File: src/rtl/cache_arbiter_if.sv
// One line-granular memory channel: a requester drives read/write/address/wdata
// and receives a single-cycle resp with rdata.
interface cache_arbiter_if #(
    parameter int DATA_WIDTH = 256,
    parameter int ADDR_WIDTH = 32
);

    logic                  read;
    logic                  write;
    logic [ADDR_WIDTH-1:0] address;
    logic [DATA_WIDTH-1:0] wdata;
    logic                  resp;
    logic [DATA_WIDTH-1:0] rdata;

    // Requester side: issues the request, receives the completion.
    modport master (
        output read, write, address, wdata,
        input  resp, rdata
    );

    // Responder side: accepts the request, returns the completion.
    modport slave (
        input  read, write, address, wdata,
        output resp, rdata
    );

endinterface

File: src/rtl/cache_arbiter.sv
// cache_arbiter: shares one backing-memory port between the I-cache (a) and the
// D-cache (b). The D-side wins ties; a streak counter bounds how long I-fetch waits.
module cache_arbiter #(
    parameter int DATA_WIDTH = 256,
    parameter int ADDR_WIDTH = 32,
    parameter int STREAK_MAX = 4     // legal range 1..15
) (
    input  logic            clk,
    input  logic            rst_n,
    cache_arbiter_if.slave  a_if,
    cache_arbiter_if.slave  b_if,
    cache_arbiter_if.master mem_if
);

    typedef enum logic [1:0] {
        IDLE    = 2'd0,
        SERVE_A = 2'd1,
        SERVE_B = 2'd2
    } state_e;

    localparam logic [3:0] STREAK_LIMIT = 4'(STREAK_MAX);

    state_e                state_q, state_d;
    logic [3:0]            streak_q, streak_d;
    logic                  req_a, req_b;
    logic                  grant_a, grant_b;
    logic [ADDR_WIDTH-1:0] fwd_address;
    logic [DATA_WIDTH-1:0] fwd_wdata;
    logic                  fwd_read, fwd_write;
    logic                  a_resp, b_resp;

    assign req_a = a_if.read | a_if.write;
    assign req_b = b_if.read | b_if.write;

    // b keeps priority until it has won STREAK_MAX grants in a row over a waiting a.
    always_comb begin
        grant_b = req_b && (!req_a || (streak_q < STREAK_LIMIT));
        grant_a = req_a && !grant_b;
    end

    // NOTE: every signal written here gets a default first, so no path can infer a latch.
    always_comb begin
        state_d  = state_q;
        streak_d = streak_q;
        case (state_q)
            IDLE: begin
                if (grant_b) begin
                    state_d = SERVE_B;
                    if (!req_a) begin
                        streak_d = 4'd0;
                    end else if (streak_q >= STREAK_LIMIT) begin
                        streak_d = STREAK_LIMIT;
                    end else begin
                        streak_d = streak_q + 4'd1;
                    end
                end else if (grant_a) begin
                    state_d  = SERVE_A;
                    streak_d = 4'd0;
                end
            end
            SERVE_A, SERVE_B: begin
                // No preemption: the granted side keeps the port until memory completes.
                if (mem_if.resp) begin
                    state_d = IDLE;
                end
            end
            default: state_d = IDLE;
        endcase
    end

    // NOTE: registers use non-blocking assignments so every flop samples pre-edge values.
    always_ff @(posedge clk or negedge rst_n) begin
        if (!rst_n) begin
            state_q  <= IDLE;
            streak_q <= 4'd0;
        end else begin
            state_q  <= state_d;
            streak_q <= streak_d;
        end
    end

    // Forwarding is purely combinational from the registered state, so a reset
    // drops any in-flight request downstream immediately.
    always_comb begin
        fwd_read    = 1'b0;
        fwd_write   = 1'b0;
        fwd_address = b_if.address;
        fwd_wdata   = b_if.wdata;
        a_resp      = 1'b0;
        b_resp      = 1'b0;
        case (state_q)
            SERVE_A: begin
                fwd_read    = a_if.read;
                fwd_write   = a_if.write;
                fwd_address = a_if.address;
                fwd_wdata   = a_if.wdata;
                a_resp      = mem_if.resp;
            end
            SERVE_B: begin
                fwd_read    = b_if.read;
                fwd_write   = b_if.write;
                fwd_address = b_if.address;
                fwd_wdata   = b_if.wdata;
                b_resp      = mem_if.resp;
            end
            default: ;
        endcase
    end

    assign mem_if.read    = fwd_read;
    assign mem_if.write   = fwd_write;
    assign mem_if.address = fwd_address;
    assign mem_if.wdata   = fwd_wdata;
    assign a_if.resp      = a_resp;
    assign b_if.resp      = b_resp;
    assign a_if.rdata     = mem_if.rdata;
    assign b_if.rdata     = mem_if.rdata;

    a_one_resp: assert property (@(posedge clk) disable iff (!rst_n) !(a_if.resp && b_if.resp));

endmodule
File: src/flat_wrapper.sv
// flat-port wrapper written by rule: the top's interface ports become plain ports
module cache_arbiter_flat 
#(
    parameter int DATA_WIDTH = 256,
    parameter int ADDR_WIDTH = 32,
    parameter int STREAK_MAX = 4                         
)
  (clk, rst_n, a_if_read, a_if_write, a_if_address, a_if_wdata, a_if_resp, a_if_rdata, b_if_read, b_if_write, b_if_address, b_if_wdata, b_if_resp, b_if_rdata, mem_if_read, mem_if_write, mem_if_address, mem_if_wdata, mem_if_resp, mem_if_rdata);
  cache_arbiter_if #(.DATA_WIDTH(DATA_WIDTH), .ADDR_WIDTH(ADDR_WIDTH)) a_if_i ();
  cache_arbiter_if #(.DATA_WIDTH(DATA_WIDTH), .ADDR_WIDTH(ADDR_WIDTH)) b_if_i ();
  cache_arbiter_if #(.DATA_WIDTH(DATA_WIDTH), .ADDR_WIDTH(ADDR_WIDTH)) mem_if_i ();
  input  logic clk;
  input  logic rst_n;
  input wire logic [$bits(a_if_i.read)-1:0] a_if_read;
  input wire logic [$bits(a_if_i.write)-1:0] a_if_write;
  input wire logic [$bits(a_if_i.address)-1:0] a_if_address;
  input wire logic [$bits(a_if_i.wdata)-1:0] a_if_wdata;
  output wire logic [$bits(a_if_i.resp)-1:0] a_if_resp;
  output wire logic [$bits(a_if_i.rdata)-1:0] a_if_rdata;
  input wire logic [$bits(b_if_i.read)-1:0] b_if_read;
  input wire logic [$bits(b_if_i.write)-1:0] b_if_write;
  input wire logic [$bits(b_if_i.address)-1:0] b_if_address;
  input wire logic [$bits(b_if_i.wdata)-1:0] b_if_wdata;
  output wire logic [$bits(b_if_i.resp)-1:0] b_if_resp;
  output wire logic [$bits(b_if_i.rdata)-1:0] b_if_rdata;
  output wire logic [$bits(mem_if_i.read)-1:0] mem_if_read;
  output wire logic [$bits(mem_if_i.write)-1:0] mem_if_write;
  output wire logic [$bits(mem_if_i.address)-1:0] mem_if_address;
  output wire logic [$bits(mem_if_i.wdata)-1:0] mem_if_wdata;
  input wire logic [$bits(mem_if_i.resp)-1:0] mem_if_resp;
  input wire logic [$bits(mem_if_i.rdata)-1:0] mem_if_rdata;
  assign a_if_i.read = a_if_read;
  assign a_if_i.write = a_if_write;
  assign a_if_i.address = a_if_address;
  assign a_if_i.wdata = a_if_wdata;
  assign a_if_resp = a_if_i.resp;
  assign a_if_rdata = a_if_i.rdata;
  assign b_if_i.read = b_if_read;
  assign b_if_i.write = b_if_write;
  assign b_if_i.address = b_if_address;
  assign b_if_i.wdata = b_if_wdata;
  assign b_if_resp = b_if_i.resp;
  assign b_if_rdata = b_if_i.rdata;
  assign mem_if_read = mem_if_i.read;
  assign mem_if_write = mem_if_i.write;
  assign mem_if_address = mem_if_i.address;
  assign mem_if_wdata = mem_if_i.wdata;
  assign mem_if_i.resp = mem_if_resp;
  assign mem_if_i.rdata = mem_if_rdata;
  cache_arbiter #(.DATA_WIDTH(DATA_WIDTH), .ADDR_WIDTH(ADDR_WIDTH), .STREAK_MAX(STREAK_MAX)) u_core (.clk(clk), .rst_n(rst_n), .a_if(a_if_i), .b_if(b_if_i), .mem_if(mem_if_i));
endmodule
File: config.mk
export PLATFORM = sky130hd
export DESIGN_NAME = cache_arbiter_flat
export DESIGN_NICKNAME = d
export VERILOG_FILES = /design/src/rtl/cache_arbiter_if.sv /design/src/rtl/cache_arbiter.sv /design/src/flat_wrapper.sv
export SDC_FILE = /design/constraint.sdc
export NUM_CORES = 1
export LEC_CHECK = 0
export ABC_AREA = 1
export CELL_PAD_IN_SITES_DETAIL_PLACEMENT = 0
export CELL_PAD_IN_SITES_GLOBAL_PLACEMENT = 1
export CORE_AREA = 2 2 647 649
export DETAILED_ROUTE_END_ITERATION = 10
export DIE_AREA = 0 0 649 651
export DONT_BUFFER_PORTS = 1
export GPL_TIMING_DRIVEN = 0
export HOLD_SLACK_MARGIN = 0.1
export PLACE_DENSITY = 0.3
export RECOVER_POWER = 50
export SETUP_SLACK_MARGIN = 0.5
export SYNTH_ARGS = -nofsm -noshare
export SYNTH_HDL_FRONTEND = slang
export SYNTH_SLANG_ARGS = --single-unit
File: constraint.sdc
create_clock -name clk -period 2.35 [get_ports clk]
set_input_delay 0.5875 -clock clk [delete_from_list [all_inputs] [get_ports clk]]
set_output_delay 0.5875 -clock clk [all_outputs]
set_load 0.005 [all_outputs]
==> results of run 1 <==
==> worst paths after layout <==
path	from	endpoint	slack, ns
max reg2reg	u_core.state_q[0]	u_core.state_q[0]	0.95
max in group asynchronous	rst_n	u_core.state_q[0]	1.20
min reg2reg	u_core.streak_q[1]	u_core.streak_q[1]	0.49
min	u_core.streak_q[1]	u_core.streak_q[1]	0.49
max	u_core.state_q[1]	mem_if_wdata[97]	-0.23
min in group asynchronous	rst_n	u_core.streak_q[1]	0.79
==> cell families (layout without fill, tap and decap cells) <==
| group | after synthesis | in the layout | share of synthesized area |
|---|---|---|---|
| other | 0 | 82 | 0 |
| DFF | 6 | 6 | 0.0188 |
| buffers and inverters | 588 | 607 | 0.548 |
| and+or+nand+nor | 897 | 897 | 0.424 |
| adders and majority gates | 4 | 4 | 0.00628 |
| AOI/OAI and AO/OA | 5 | 5 | 0.00346 |
==> synth_stat cells <==
| master | instances |
|---|---|
| buf_6 | 20 |
| inv_4 | 1 |
| a21oi_1 | 2 |
| nand2_1 | 886 |
| dfrtp_1 | 6 |
| a21boi_0 | 1 |
| nand3_1 | 1 |
| o21ai_0 | 2 |
| nand4_1 | 3 |
| ha_1 | 4 |
| inv_1 | 11 |
| nor2_1 | 7 |
| buf_4 | 522 |
| buf_2 | 34 |
==> through the flow <==
stage	utilization	area (sq um)	setup slack (ns)	hold slack, ns	TNS, ns
final	0.0430	17800	-0.227	0.491	-20.31
after global routing	0.0428	17800	-0.275	0.541	-53.95
after CTS	0.0416	17300	-0.246	0.494	-46.29
after detailed placement	0.0357	14800	-1.08	0.302	-164.82
after global placement	0.0357	14800	-1.06	0.301	-159.99
after floorplan	-	7970	0.589	0.292	0
==> layer usage <==
metal  wire (um)  share of wire  track usage
met5        1200         0.0047      0.00407
met4        4200          0.016       0.0161
met3       47600           0.19       0.0956
met2      114000           0.45        0.182
met1       88700           0.35        0.119
==> registers in the layout, indices dropped and copies added (netlist names) <==
register         cells
u_core.state_q       2
u_core.streak_q      4
==> power by group through the flow <==
| stage | sequential (mW) | combinational (mW) | clock, mW |
|---|---|---|---|
| floorplan | 0.156 | 3.45 | 0 |
| global placement | 0.164 | 10.7 | 0 |
| detailed placement | 0.163 | 10.7 | 0 |
| CTS | 0.161 | 12.9 | 0.275 |
| finish | 0.162 | 12.3 | 0.271 |
| global route | 0.166 | 13.5 | 0.282 |
==> critical path, stage by stage, from the launching register on <==
cell	delay [ns]
dfrtp_1	0.39
inv_2	0.09
ha_4	0.14
buf_12	0.16
buf_16	0.21
buf_4	0.21
nand2_1	0.32
nand2_1	0.20
==> cell type report <==
class                           count  area (sq um)  area share
Antenna cell                       82           205      0.0115
Buffer                            576          4620       0.259
Clock buffer                        3          75.1     0.00421
Inverter                           12          61.3     0.00344
Multi-Input combinational cell    906          5640       0.316
Sequential cell                     6           150     0.00841
Tap cell                         5497          6880       0.385
Timing Repair Buffer               16           220      0.0123
==> what timing repair did <==
action                                  4_1_cts  5_1_grt
pin swaps                                    27       26
endpoints found under the hold margin         6        0
endpoints found under the setup margin      292      292
hold buffers                                  1        0
buffers inserted                             13        0
resized for setup                           578      101
cloned                                        2        0
==> impl_metrics.json, run 1 <==
{
  "port_buffers": 0,
  "grt_pass1_wl_mm": 277,
  "relSlewSlack": 0.642,
  "ant_nets": 0,
  "fmax_mhz": 388,
  "grt_max_degree": 11,
  "grt_pass1_vias": 9879,
  "start_util": 0.0192,
  "cts_tree": "yes",
  "status": "complete, but fails checks",
  "worstRegToRegCells": 7,
  "dp_hpwl_mm": 247,
  "hp-class": "flip-flop to flip-flop",
  "yosysWarnings": 0,
  "io_pins": 1643,
  "row_count": 237,
  "drc_errors": 0,
  "combPwrFrac": 0.966,
  "fin_crit_ns": 2.58,
  "p_int_mw": 3.29,
  "clock_power_share": 0.021,
  "clock_sinks": 6,
  "synthesis.nets": 2343,
  "critical_path_class": "flip-flop to output port",
  "setup_ws_ns": -0.227,
  "avgSynthCellArea_sq_um": 5.31,
  "vias_per_cell": 1.58,
  "layout.cells.non_filler": 7098,
  "slew_viol_final": 0,
  "hold_viol_final": 0,
  "syn_to_final_growth_pct": 124,
  "worst_setup_path_start_kind": "flip-flop",
  "max-cap-violations": 0,
  "critPathMaxFanout": 10,
  "leakagePower_nw": 6.04,
  "layout-drive-gt1-share": 0.608,
  "cp-end-kind": "output port",
  "yosysTopAreaCell": "buf_4",
  "p_seq_frac": 0.013,
  "layout_common_cells": "nand2_1, buf_4, clkbuf_4",
  "finalCritPeriodShare": 1.10,
  "cts_buffer_depth": 2,
  "fp.dieH_um": 651,
  "die_w_um": 649,
  "worst_hold_path.num_cells": 2,
  "cp_data_arrival_time_ns": 1.99,
  "power_mw": 12.7,
  "nNetsFinal": 2364,
  "synth_seq_cells": 6,
  "numCtsBuffers": 3,
  "grt.total_usage": 0.115,
  "htree_levels": 1,
  "yosysSeqAreaShare": 0.0189,
  "fin_worst_skew_ns": 0.000353,
  "worstPathRequired_ns": 1.76,
  "cts-root-buf": "clkbuf_16",
  "synth_top_cell_area_share": 0.492,
  "max_slew.worst_pin.slew_ns": 0.536,
  "switching_share": 0.742,
  "core_sq_mm": 0.415,
  "final_common_cell": "nand2_1",
  "clk_pin_slew_worst_paths_ns": 0.03,
  "fill_cells": 49500,
  "place.gp.congestion": 1.05,
  "dieArea_sq_mm": 0.422,
  "grt_setup_unrepaired": "yes",
  "wl_per_cell_um": 36.0,
  "peakVddDrop_mv": 0.285,
  "powerDensity_mw_per_mm2": 713,
  "syn_inst": 1500,
  "grt-ovfl-total": 0,
  "syn_area_sq_mm": 0.00797,
  "ys_types": 14,
  "vias": 11200,
  "violations": "setup timing",
  "drt_wl_total_mm": 255,
  "synth_area_leaders": "buf_4, nand2_1, buf_6",
  "setup_viol": 266,
  "p_sw_mw": 9.45,
  "dr.first_iter.drc_count": 872,
  "clock_latency_ns": 0.23,
  "dp.cells": 6997,
  "antenna_found_initial": 220,
  "firstDrtPassIters": 5
}
Note: power is estimated with default switching activity, not from simulation.
==> inputs of run 2 (changes only) <==
PLACE_DENSITY = default   (was 0.3)
PLACE_DENSITY_LB_ADDON = 0.2   (was default)
==> run 2 against run 1 <==
  * The flow still finishes with violations (setup timing)
  * Via count decreased by 2.4%
  * First-iteration DRC count decreased by 17%
  * Final cell count up 0.15%
  * Non-clock buffer count is 14 higher
  * Wire length shrank 1.8%
  * Worst hold slack got worse by 0.0086 ns
==> impl_metrics.json, run 2 (synthesis results as in run 1) <==
{
  "setup_viol": 286,
  "antenna_found_initial": 156,
  "die_w_um": 649,
  "reg.largest.list": "u_core.streak_q: 4 flops, u_core.state_q: 2 flops",
  "layout_common_cells": "nand2_1, buf_4, clkbuf_4",
  "relSlewSlack": 0.501,
  "critical_path_class": "flip-flop to output port",
  "path_common_cell": "buf_12",
  "layout-drive-gt1-share": 0.713,
  "fill_cells": 49300,
  "regMostFlops": "u_core.streak_q",
  "syn_to_final_growth_pct": 150,
  "io_pins": 1643,
  "firstDrtPassIters": 5,
  "grt-ovfl-total": 0,
  "wl_met2_mm": 110,
  "regArea_sq_um": 150,
  "dr.first_iter.drc_count": 725,
  "nNetsFinal": 2379,
  "powerDensity_mw_per_mm2": 742,
  "peakVddDrop_mv": 0.228,
  "dieArea_sq_mm": 0.422,
  "largest_reg_flops": 4,
  "highest_layer": "met5",
  "holdWs_ns": 0.483,
  "clk_pin_slew_worst_paths_ns": 0.03,
  "hp-class": "flip-flop to flip-flop",
  "cts_buffer_depth": 2,
  "max-cap-violations": 0,
  "ant_nets": 0,
  "port_buffers": 0,
  "cp_data_arrival_time_ns": 1.94,
  "max_slew.worst_pin.slew_ns": 0.747,
  "worstPathRequired_ns": 1.76,
  "vias": 11000,
  "start_util": 0.0192,
  "vias_per_cell": 1.54,
  "status": "complete, but fails checks",
  "wl_per_cell_um": 35.3,
  "grt_pass1_wl_mm": 271,
  "critPathTopFamily": "buffers and inverters",
  "fin_crit_ns": 2.52,
  "leakagePower_nw": 6.56,
  "cp_slowest_cell": "dfrtp_1",
  "numCtsBuffers": 3,
  "multi_input_area_sq_mm": 0.00717,
  "cts-root-buf": "clkbuf_16",
  "dr_wl_met3_mm": 47.9,
  "violations": "setup timing",
  "finalCritPeriodShare": 1.07,
  "drc_errors": 0,
  "clock_sinks": 6,
  "grt.total_usage": 0.113,
  "critPathMaxFanout": 10,
  "cts_tree": "yes",
  "power_mw": 14.8,
  "fmax_mhz": 396,
  "cp-end-kind": "output port",
  "dp_hpwl_mm": 242,
  "fp.dieH_um": 651,
  "slew_viol_final": 0,
  "clock_latency_ns": 0.23,
  "stdcell_area_sq_mm": 0.0199,
  "grt_max_degree": 11,
  "drt_wl_total_mm": 251,
  "placed_cell_area_sq_mm": 0.0148,
  "setup_ws_ns": -0.173,
  "place.gp.congestion": 1.07,
  "row_count": 237,
  "grt_pass1_vias": 9814,
  "worst-path-buf-inv": 5,
  "worstPathCellList": "inv_2, ha_4, buf_12, clkinv_16, buf_16, buf_12, nand2_1, nand2_4",
  "final_common_cell": "nand2_1",
  "wl_met1_mm": 88.2,
  "hold_viol_final": 0,
  "worst_setup_path_start_kind": "flip-flop",
  "htree_levels": 1,
  "fin_worst_skew_ns": 0.000369,
  "max_stage_delay_ns": 0.39,
  "core_sq_mm": 0.415,
  "grt_setup_unrepaired": "yes"
}
[run 2: routing by layer]
layer | GRT usage | vias to the layer above
li1 | - | 4126
met1 | 0.118 | 5304
met2 | 0.172 | 1205
met3 | 0.0979 | 229
met4 | 0.0188 | 96
met5 | 0 | -
[run 2: area by class of cell]
| class | count | area share |
|---|---|---|
| plain buffers | 576 | 0.242 |
| repair buffers | 30 | 0.0266 |
| inverters | 12 | 0.00358 |
| clock buffers | 3 | 0.00377 |
| multi-input cells | 906 | 0.360 |
| repair inverters | 1 | 0.000817 |
| flip-flops and latches | 6 | 0.00754 |
| well taps | 5497 | 0.346 |
| diodes | 78 | 0.00981 |
[run 2: where the power goes]
part           leakage, nW  internal [mW]  total [mW]  switching [mW]
logic                 6.44           3.98        14.3            10.4
clock network       0.0375          0.218       0.275          0.0570
registers           0.0792          0.138       0.166          0.0281
[run 2: final timing paths]
| check | from | to | slack (ns) | depth (start not counted) |
|---|---|---|---|---|
| max | u_core.state_q[1] | mem_if_wdata[57] | -0.17 | 8 |
| min | u_core.streak_q[2] | u_core.streak_q[2] | 0.48 | 2 |
| max reg2reg | u_core.state_q[0] | u_core.state_q[0] | 0.79 | 8 |
| min reg2reg | u_core.streak_q[2] | u_core.streak_q[2] | 0.48 | 2 |
| max in group asynchronous | rst_n | u_core.streak_q[2] | 0.99 | 1 |
| min in group asynchronous | rst_n | u_core.streak_q[1] | 0.89 | 1 |
[run 2: stage by stage]
step / worst slack (ns) / TNS (ns) / util / std cells
2_1_floorplan: 0.589 / 0 / - / 1500
3_3_place_gp: -1.08 / -163.11 / 0.0357 / 6997
3_5_place_dp: -1.08 / -159.91 / 0.0357 / 6997
4_1_cts: -0.261 / -51.48 / 0.0437 / 7021
5_1_grt: -0.263 / -56.21 / 0.0477 / 7076
6_report: -0.173 / -28.10 / 0.0479 / 7109
[run 2: what timing repair did]
action,4_1_cts,5_1_grt
gates cloned,6,4
hold buffers,1,0
setup buffers,14,6
endpoints found under the setup margin,292,292
hold endpoints to repair,6,0
resized for setup,751,314
pin swaps,83,76
[run 2: tightest hold or removal path, delay by kind of cell, from the launching register on]
family        cells  cell delay (ns)
flops             1             0.34
simple gates      2             0.10
==> inputs of run 3 (changes only) <==
CAP_MARGIN = 20   (was default)
==> results of run 3 <==
No change in the layout: final DEF, timing and power equal those of run 2.
